==> src/rtl/alu_seq.sv <==
// Multi-cycle ALU: single-cycle logic/arith ops plus iterative shifts and multiply,
// with valid/ready on both sides and result/flags registered on entry to DONE.
module alu_seq #(
  parameter int WIDTH = 32
) (
  input  logic             clk,
  input  logic             rst,
  input  logic             in_valid,
  output logic             in_ready,
  input  logic [WIDTH-1:0] A,
  input  logic [WIDTH-1:0] B,
  input  logic [3:0]       AluOpCode,
  output logic             out_valid,
  input  logic             out_ready,
  output logic [WIDTH-1:0] Result,
  output logic             Zero,
  output logic             Carry,
  output logic             Overflow,
  output logic             IllegalOp
);
  localparam int SHW = $clog2(WIDTH);
  localparam int CW  = SHW + 1;

  localparam logic [3:0] OP_AND = 4'h0, OP_OR  = 4'h1, OP_XOR = 4'h2, OP_NOR  = 4'h3,
                         OP_ADD = 4'h4, OP_SUB = 4'h5, OP_SLT = 4'h6, OP_SLTU = 4'h7,
                         OP_SLL = 4'h8, OP_SRL = 4'h9, OP_SRA = 4'hA, OP_MUL  = 4'hB;

  typedef enum logic [1:0] {IDLE, BUSY, DONE} state_t;

  state_t           state_q, state_d;
  logic [WIDTH-1:0] a_q, a_d, b_q, b_d, acc_q, acc_d, res_q, res_d;
  logic [3:0]       op_q, op_d;
  logic [CW-1:0]    cnt_q, cnt_d;
  logic             zero_q, zero_d, carry_q, carry_d, ovf_q, ovf_d, ill_q, ill_d;

  logic             sub, iter_op, comb_c, comb_v, comb_ill;
  logic [WIDTH-1:0] b_eff, comb_res, acc_step;
  logic [WIDTH:0]   sum;
  logic [SHW-1:0]   shamt_in;

  assign shamt_in = B[SHW-1:0];
  assign iter_op  = (AluOpCode[3:2] == 2'b10);

  // Single-cycle datapath, evaluated straight off the input operands.
  always_comb begin
    sub      = (AluOpCode == OP_SUB);
    b_eff    = sub ? ~B : B;
    sum      = {1'b0, A} + {1'b0, b_eff} + {{WIDTH{1'b0}}, sub};
    comb_res = '0;
    comb_c   = 1'b0;
    comb_v   = 1'b0;
    comb_ill = 1'b0;
    case (AluOpCode)
      OP_AND:         comb_res = A & B;
      OP_OR:          comb_res = A | B;
      OP_XOR:         comb_res = A ^ B;
      OP_NOR:         comb_res = ~(A | B);
      OP_ADD, OP_SUB: begin
        comb_res = sum[WIDTH-1:0];
        comb_c   = sum[WIDTH];
        comb_v   = (A[WIDTH-1] == b_eff[WIDTH-1]) && (sum[WIDTH-1] != A[WIDTH-1]);
      end
      OP_SLT:         comb_res = {{(WIDTH-1){1'b0}}, $signed(A) < $signed(B)};
      OP_SLTU:        comb_res = {{(WIDTH-1){1'b0}}, A < B};
      default:        comb_ill = ~iter_op;
    endcase
  end

  // One iteration step; a zero shift amount still burns one cycle but leaves acc alone.
  always_comb begin
    acc_step = acc_q;
    case (op_q)
      OP_SLL:  if (b_q[SHW-1:0] != '0) acc_step = acc_q << 1;
      OP_SRL:  if (b_q[SHW-1:0] != '0) acc_step = acc_q >> 1;
      OP_SRA:  if (b_q[SHW-1:0] != '0) acc_step = {acc_q[WIDTH-1], acc_q[WIDTH-1:1]};
      default: acc_step = acc_q + (b_q[0] ? a_q : '0);
    endcase
  end

  always_comb begin
    state_d = state_q;
    a_d     = a_q;
    b_d     = b_q;
    op_d    = op_q;
    acc_d   = acc_q;
    cnt_d   = cnt_q;
    res_d   = res_q;
    zero_d  = zero_q;
    carry_d = carry_q;
    ovf_d   = ovf_q;
    ill_d   = ill_q;
    case (state_q)
      IDLE: if (in_valid) begin
        if (iter_op) begin
          state_d = BUSY;
          a_d     = A;
          b_d     = B;
          op_d    = AluOpCode;
          if (AluOpCode == OP_MUL) begin
            acc_d = '0;
            cnt_d = CW'(WIDTH);
          end else begin
            acc_d = A;
            cnt_d = (shamt_in == '0) ? CW'(1) : {1'b0, shamt_in};
          end
        end else begin
          state_d = DONE;
          res_d   = comb_res;
          zero_d  = (comb_res == '0);
          carry_d = comb_c;
          ovf_d   = comb_v;
          ill_d   = comb_ill;
        end
      end
      BUSY: begin
        acc_d = acc_step;
        cnt_d = cnt_q - CW'(1);
        if (op_q == OP_MUL) begin
          a_d = a_q << 1;
          b_d = b_q >> 1;
        end
        if (cnt_q == CW'(1)) begin
          state_d = DONE;
          res_d   = acc_step;
          zero_d  = (acc_step == '0);
          carry_d = 1'b0;
          ovf_d   = 1'b0;
          ill_d   = 1'b0;
        end
      end
      DONE:    if (out_ready) state_d = IDLE;
      default: state_d = IDLE;
    endcase
  end

  always_ff @(posedge clk or posedge rst) begin
    if (rst) begin
      state_q <= IDLE;
      a_q     <= '0;
      b_q     <= '0;
      op_q    <= '0;
      acc_q   <= '0;
      cnt_q   <= '0;
      res_q   <= '0;
      zero_q  <= 1'b0;
      carry_q <= 1'b0;
      ovf_q   <= 1'b0;
      ill_q   <= 1'b0;
    end else begin
      state_q <= state_d;
      a_q     <= a_d;
      b_q     <= b_d;
      op_q    <= op_d;
      acc_q   <= acc_d;
      cnt_q   <= cnt_d;
      res_q   <= res_d;
      zero_q  <= zero_d;
      carry_q <= carry_d;
      ovf_q   <= ovf_d;
      ill_q   <= ill_d;
    end
  end

  assign in_ready  = (state_q == IDLE);
  assign out_valid = (state_q == DONE);
  assign Result    = res_q;
  assign Zero      = zero_q;
  assign Carry     = carry_q;
  assign Overflow  = ovf_q;
  assign IllegalOp = ill_q;
endmodule

==> config.mk <==
export PLATFORM = sky130hd
export DESIGN_NAME = alu_seq
export DESIGN_NICKNAME = d
export VERILOG_FILES = /design/src/rtl/alu_seq.sv
export SDC_FILE = /design/constraint.sdc
export NUM_CORES = 1
export LEC_CHECK = 0
export ABC_AREA = 1
export BUFFER_PORTS_ARGS = -buffer_cell sky130_fd_sc_hd__buf_4
export CORE_MARGIN = 4
export CORE_UTILIZATION = 57
export DETAILED_ROUTE_END_ITERATION = 8
export GPL_TIMING_DRIVEN = 0
export HOLD_SLACK_MARGIN = 0.08
export PLACE_DENSITY = 0.85
export SYNTH_ARGS = -nofsm -noshare
export SYNTH_HDL_FRONTEND = slang
export SYNTH_SLANG_ARGS = --single-unit
==> constraint.sdc <==
create_clock -name clk -period 4.55 [get_ports clk]
set_input_delay 0.455 -clock clk [delete_from_list [all_inputs] [get_ports clk]]
set_output_delay 0.455 -clock clk [all_outputs]
set_load 0.005 [all_outputs]
==> results of run 1 <==
layout make-up:
cell class,instances,share of cell area [%]
clock buffers,20,2.50
inverters,344,7.43
plain buffers,90,2.36
well taps,341,2.44
repair buffers,110,4.85
clock inverters,12,0.917
flip-flops and latches,144,20.6
multi-input cells,1894,58.9
metrics by stage:
stage	worst slack, ns	area, um^2	hold WS (ns)	util [%]	std cells
2_1_floorplan	0.229	15600	0.448	-	2472
3_3_place_gp	-1.31	16800	0.461	62.4	2922
3_5_place_dp	0.344	16900	0.476	62.6	2923
4_1_cts	0.615	17500	0.130	64.8	2955
5_1_grt	0.325	17500	0.158	64.8	2955
6_report	0.546	17500	0.0885	64.8	2955
power by group through the flow:
stage / Clock, mW / Sequential (mW) / Combinational [mW]
floorplan: 0 / 2.24 / 5.15
global placement: 0 / 2.40 / 7.05
detailed placement: 0 / 2.41 / 7.20
CTS: 1.43 / 2.40 / 7.26
global route: 1.49 / 2.48 / 8.26
finish: 1.45 / 2.44 / 7.42
registers in the layout (all words and copies together), names as in the netlist:
signal	flops
acc_q	32
Overflow	1
op_q	4
state_q	2
Result	32
Zero	1
a_q	32
Carry	1
cnt_q	6
IllegalOp	1
b_q	32
logic make-up (layout without fill, tap and decap cells):
logic type	count (synthesis)	after routing	synth area share, %
flip-flops	144	144	23.1
XOR/XNOR	37	37	2.08
AO/OA/AOI/OAI	441	441	17.1
buffers and inverters	434	576	10.9
adder cells (fa/ha/maj)	170	170	13.7
AND/OR/NAND/NOR	1246	1246	33.0
layout by cell type (no fill, tap or decap), types with 10 or more instances in the layout:
master,instances
a211oi_1,12
clkbuf_16,17
or2_2,19
buf_1,10
o21ai_0,119
dfrtp_1,144
nand3b_1,19
nand4_1,18
inv_1,333
nand3_1,157
nor2_1,269
clkbuf_1,53
o221ai_1,13
buf_4,116
o22ai_1,27
xor2_1,34
buf_2,20
o21bai_1,10
nor3_1,24
a21oi_1,102
ha_1,168
a31oi_1,83
o211ai_1,37
nand2_1,721
metal layers:
metal	vias up	GRT usage (%)	routed length (um)
met1	7996	46.1	22800
met2	964	61.3	26500
met3	226	4.30	4480
met5	-	0	0
li1	8322	-	-
met4	0	21.0	3590
final timing paths:
kind	endpoint	slack (ns)	depth (start not counted)	from
setup / recovery	Zero	0.55	24	b_q[0]
hold / removal	op_q[3]	0.09	2	rst
setup reg to reg	Zero	0.55	24	b_q[0]
hold reg to reg	Result[2]	0.50	2	Result[2]
max in group asynchronous	Result[27]	3.63	3	rst
min in group clk	state_q[1]	0.20	2	out_ready
==> summary.md, run 1 <==
| Metric | Value |
|---|---|
| Outcome | complete, no violations |
| Clock-pin slew on the worst setup and hold paths | 0.07 ns |
| Mean area per synthesized cell | 6.30 um^2 |
| Pint | 5.27 mW |
| Dpl hpwl | 47200 um |
| Fin. max-slew vios | 0 |
| Fmax achieved | 250 MHz |
| Die Y | 173 um |
| Fin. Hold Viols | 0 |
| Die area | 0.0300 mm^2 |
| Clock share of power | 12.8% |
| Cts bufs inserted | 17 |
| Top cell by count, worst path | nand2_1 |
| Max Cap Viol | 0 |
| Most used DFF post-synth | dfrtp_1 |
| CP cell instances | buf_2 -> clkbuf_1 -> nand2_1 -> inv_1 -> ha_1 -> inv_1 -> fa_1 -> inv_1 -> nand3_1 -> nand2_1 -> nand2_1 -> nand2_1 -> nand2_1 -> nand3_1 -> nand2_1 -> nor2_1 -> nand3_1 -> nor2_1 -> nand3_1 -> nor2_1 -> nand4_1 -> nand2_1 -> nand2_1 -> nand2_1 |
| Fin crit period | 4.00 ns |
| Synthesis-to-layout area growth | 12.0% |
| Crit-path max cell delay | 0.42 ns |
| Vias | 17500 |
| Core ar. | 0.0270 mm^2 |
| Cells after Synth | 2472 |
| Yosys warns | 0 |
| Worst Tran Pin Value | 0.819 ns |
| Maximum vdd drop | 0.000389 V |
| DRT antenna net count | 0 |
| Setup Viol. Count Final | 0 |
| Area leader, netlist | dfrtp_1 |
| Slowest library cell on the worst path | fa_1 |
| Final net count | 2843 |
| Postcts setup bufs | 0 |
| Initial Utilization | 57.8% |
| Fin Setup TNS | 0 ns |
| Worst Path Required | 4.92 ns |
| Drc violations | 0 |
| TritonCTS clock tree | yes |
| Die Wd | 173 um |
| Psw | 6.05 mW |
| Total grt overflow | 0 |
| Family with the most delay on the worst path | simple AND/OR/NAND/NOR gates |
| Initial antenna violation count | 0 |
| Worst-path fanout max | 10 |
| CTS Buffer Depth | 2 |
| Filler instances | 2553 |
| Final WL | 57400 um |
| Sequential area share after synthesis | 23.1% |
| Row count | 60 |
| First-pass GRT wire length | 88900 um |
| GRT Resource Usage Total | 36.7% |
| Seq pwr share | 21.6% |
| Initial DRC Count | 1992 |
| Post-cts sizing count | 0 |
| Boundary Pins | 110 |
| Clock sink count | 144 |
| Synth top area cells | dfrtp_1 23%, nand2_1 17%, ha_1 13%, inv_1 8.0%, nor2_1 6.5% |
| Clk Latency, worst-skew pair | 0.43 ns |
| #FFs+latches synth | 144 |
| Largest net degree at the start of global routing | 79 |
| Commonest cells in the netlist | 721 x nand2_1, 334 x inv_1, 269 x nor2_1, 168 x ha_1, 157 x nand3_1 |
| Post-DR wirelength/cell | 19.4 um |
| HP Class | primary input to asynchronous set/reset pin |
| Global placer's final weighted congestion | 0.986 |
| Tcrit/Tclk final | 88.0% |
| Yosys cell types | 52 |
| N_diodes | 0 |
| RSZ-0062 raised after global routing | no |
| Post-Syn Nets | 2714 |
| CP Buf/Inv Count | 5 |
| # H-tree levels | 4 |
| Avg Vias per Cell | 5.92 |
| Most used standard cell by instance count after synthesis | nand2_1 |
| CTS hold repair buffers | 0 |
| Port Buffers | 109 |
| Async set or reset register ratio after synthesis | 100% |
| Share of cells above drive strength 1 | 8.22% |
| Crit start category | flop |
| Combinational share of power | 65.6% |
| Worst EP arrival | 4.37 ns |
| Power, Total | 11.3 mW |
| WS Path Type | flop to flop |
| Register area | 0.00360 mm^2 |
| Yosys top cell area share | 23.1% |
| Leakage | 9.17 nW |
| Final Skew | 0.0120 ns |
| Power Density | 648 mW/mm^2 |
| Multi-input logic area | 0.0103 mm^2 |
| Sw Ratio | 53.4% |
| Post-Syn Area | 0.0156 mm^2 |
| Crit path capture type | flop |
| Vias in the first global route | 16800 |
| Root Driver | clkbuf_16 |
| Relative slew slack | 45.4% |
| Pre-antenna DRT Iters | 6 |
| Post-synth EDFFs | 0 |
Note: power is estimated with default switching activity, not from simulation.
==> inputs of run 2 (changes only) <==
--- a/config.mk
+++ b/config.mk
@@ -8,11 +8,11 @@
 export ABC_AREA = 1
 export BUFFER_PORTS_ARGS = -buffer_cell sky130_fd_sc_hd__buf_4
 export CORE_MARGIN = 4
-export CORE_UTILIZATION = 57
+export CORE_UTILIZATION = 25
 export DETAILED_ROUTE_END_ITERATION = 8
 export GPL_TIMING_DRIVEN = 0
 export HOLD_SLACK_MARGIN = 0.08
-export PLACE_DENSITY = 0.85
+export PLACE_DENSITY = 0.47
 export SYNTH_ARGS = -nofsm -noshare
 export SYNTH_HDL_FRONTEND = slang
 export SYNTH_SLANG_ARGS = --single-unit
==> summary.md, run 2 (synthesis gave the netlist of run 1 again) <==
| Metric | Value |
|---|---|
| Global placer's final weighted congestion | 0.887 |
| Port Buffers | 109 |
| Clock-pin slew on the worst setup and hold paths | 0.06 ns |
| Final WL | 66500 um |
| HP Class | primary input to asynchronous set/reset pin |
| CTS hold repair buffers | 0 |
| Vias in the first global route | 16500 |
| Initial antenna violation count | 0 |
| Pint | 5.24 mW |
| Pre-antenna DRT Iters | 7 |
| Seq pwr share | 21.9% |
| Avg Vias per Cell | 4.85 |
| Clk Latency, worst-skew pair | 0.45 ns |
| N_diodes | 0 |
| Root Driver | clkbuf_16 |
| RSZ-0062 raised after global routing | no |
| Die Y | 258 um |
| Post-cts sizing count | 0 |
| Fin area | 0.0181 mm^2 |
| CTS Buffer Depth | 2 |
| Slowest library cell on the worst path | fa_1 |
| Final net count | 2843 |
| Initial Utilization | 25.2% |
| Tcrit/Tclk final | 89.9% |
| Psw | 6.19 mW |
| Largest net degree at the start of global routing | 86 |
| Crit-path max cell delay | 0.44 ns |
| Power, Total | 11.4 mW |
| Hold slack | 0.0772 ns |
| Worst Path Required | 4.93 ns |
| First-pass GRT wire length | 101000 um |
| Die area | 0.0664 mm^2 |
| Top cell by count, worst path | nand2_1 |
| Max Cap Viol | 0 |
| Cells on worst reg2reg path | 24 |
| CP cell instances | buf_2 -> clkbuf_1 -> nand2_1 -> inv_1 -> ha_1 -> inv_1 -> fa_1 -> inv_1 -> nand3_1 -> nand2_1 -> nand2_1 -> nand2_1 -> nand2_1 -> nand3_1 -> nand2_1 -> nor2_1 -> nand3_1 -> nor2_1 -> nand3_1 -> nor2_1 -> nand4_1 -> nand2_1 -> nand2_1 -> nand2_1 |
| Fin. Hold Viols | 0 |
| GRT Resource Usage Total | 19.6% |
| Leakage | 9.18 nW |
| Dpl hpwl | 56300 um |
| Clock sink count | 144 |
| Boundary Pins | 110 |
| Final Skew | 0.00842 ns |
| Share of cells above drive strength 1 | 8.26% |
| Row count | 91 |
| Vias | 16700 |
| Commonest non-fill, non-tap cell in the layout | nand2_1 |
| DP Worst Slack | 0.0810 ns |
| Crit path capture type | flop |
| Crit start category | flop |
| Outcome | complete, no violations |
| Fin. max-slew vios | 0 |
| Fin Setup TNS | 0 ns |
| Power Density | 633 mW/mm^2 |
| Synthesis-to-layout area growth | 15.9% |
| Core ar. | 0.0617 mm^2 |
| DRT antenna net count | 0 |
| Setup Viol. Count Final | 0 |
| Clock share of power | 12.4% |
| Worst EP arrival | 4.47 ns |
| Fmax achieved | 245 MHz |
| Sw Ratio | 54.2% |
| Area of placed instances | 0.0175 mm^2 |
| # H-tree levels | 4 |
| Worst r2r src | b_q[0] |
| Drc violations | 0 |
| WS Path Type | flop to flop |
| Postcts setup bufs | 0 |
| Post-DR wirelength/cell | 19.3 um |
| Initial DRC Count | 1286 |
| Fin worst setup slack | 0.462 ns |
| Worst R2R End | Zero |
| Combinational share of power | 65.7% |
| Cts bufs inserted | 17 |
| Most frequent cells in the layout | 721 x nand2_1, 333 x inv_1, 269 x nor2_1, 168 x ha_1, 157 x nand3_1 |
| Die Wd | 258 um |
| Worst Tran Pin Value | 0.838 ns |
| Fin crit period | 4.09 ns |
| Relative slew slack | 44.1% |
| Worst-path fanout max | 10 |
| R2R setup slack | 0.46 ns |
| Maximum vdd drop | 0.000235 V |
| Total grt overflow | 0 |
| TritonCTS clock tree | yes |
==> run 2: cell type report <==
class,instances,area (um^2)
clock buffers,21,460
inverters,344,1300
well taps,837,1050
clock inverters,11,114
multi-input cells,1894,10300
fillers,6966,43700
repair buffers,110,846
plain buffers,90,412
flip-flops and latches,144,3600
==> run 2: routing by layer <==
metal | vias up | share of wire [%] | track usage, %
met5 | - | 0 | 0
met4 | 0 | 2.5 | 5.49
met3 | 68 | 4.2 | 1.53
met2 | 458 | 48 | 34.8
met1 | 7877 | 45 | 25.5
li1 | 8329 | - | -
==> run 2: worst max-delay path: cells and delay by family (launching register included) <==
family	cells	cell delay, ns
adder cells (fa/ha/maj)	2	0.69
buffers and inverters	5	0.89
AND/OR/NAND/NOR	17	2.09
flip-flops	1	0.32
==> run 2: stage by stage <==
| step | std cells | utilization [%] |
|---|---|---|
| after CTS | 3451 | 29.3 |
| after global routing | 3451 | 29.3 |
| after global placement | 3418 | 28.3 |
| final | 3451 | 29.3 |
| after detailed placement | 3419 | 28.3 |
| after floorplan | 2472 | - |
==> run 2: worst max path at each step <==
stage                       from  cells past startpoint      end  slack (ns)
finish                    b_q[0]                     24     Zero        0.46
global route              b_q[0]                     24     Zero        0.06
CTS                       b_q[0]                     24     Zero        0.39
detailed placement  AluOpCode[0]                     21     Zero        0.08
global placement             rst                      2  b_q[26]       -1.90
floorplan                    rst                      1    Carry        0.23
==> run 2: power by group through the flow <==
stage / Clock (mW) / Combinational [mW] / Sequential [mW]
6_report: 1.42 / 7.52 / 2.50
5_1_grt: 1.47 / 8.47 / 2.56
4_1_cts: 1.42 / 7.47 / 2.49
3_5_place_dp: 0 / 7.44 / 2.50
3_3_place_gp: 0 / 7.37 / 2.50
2_1_floorplan: 0 / 5.15 / 2.24
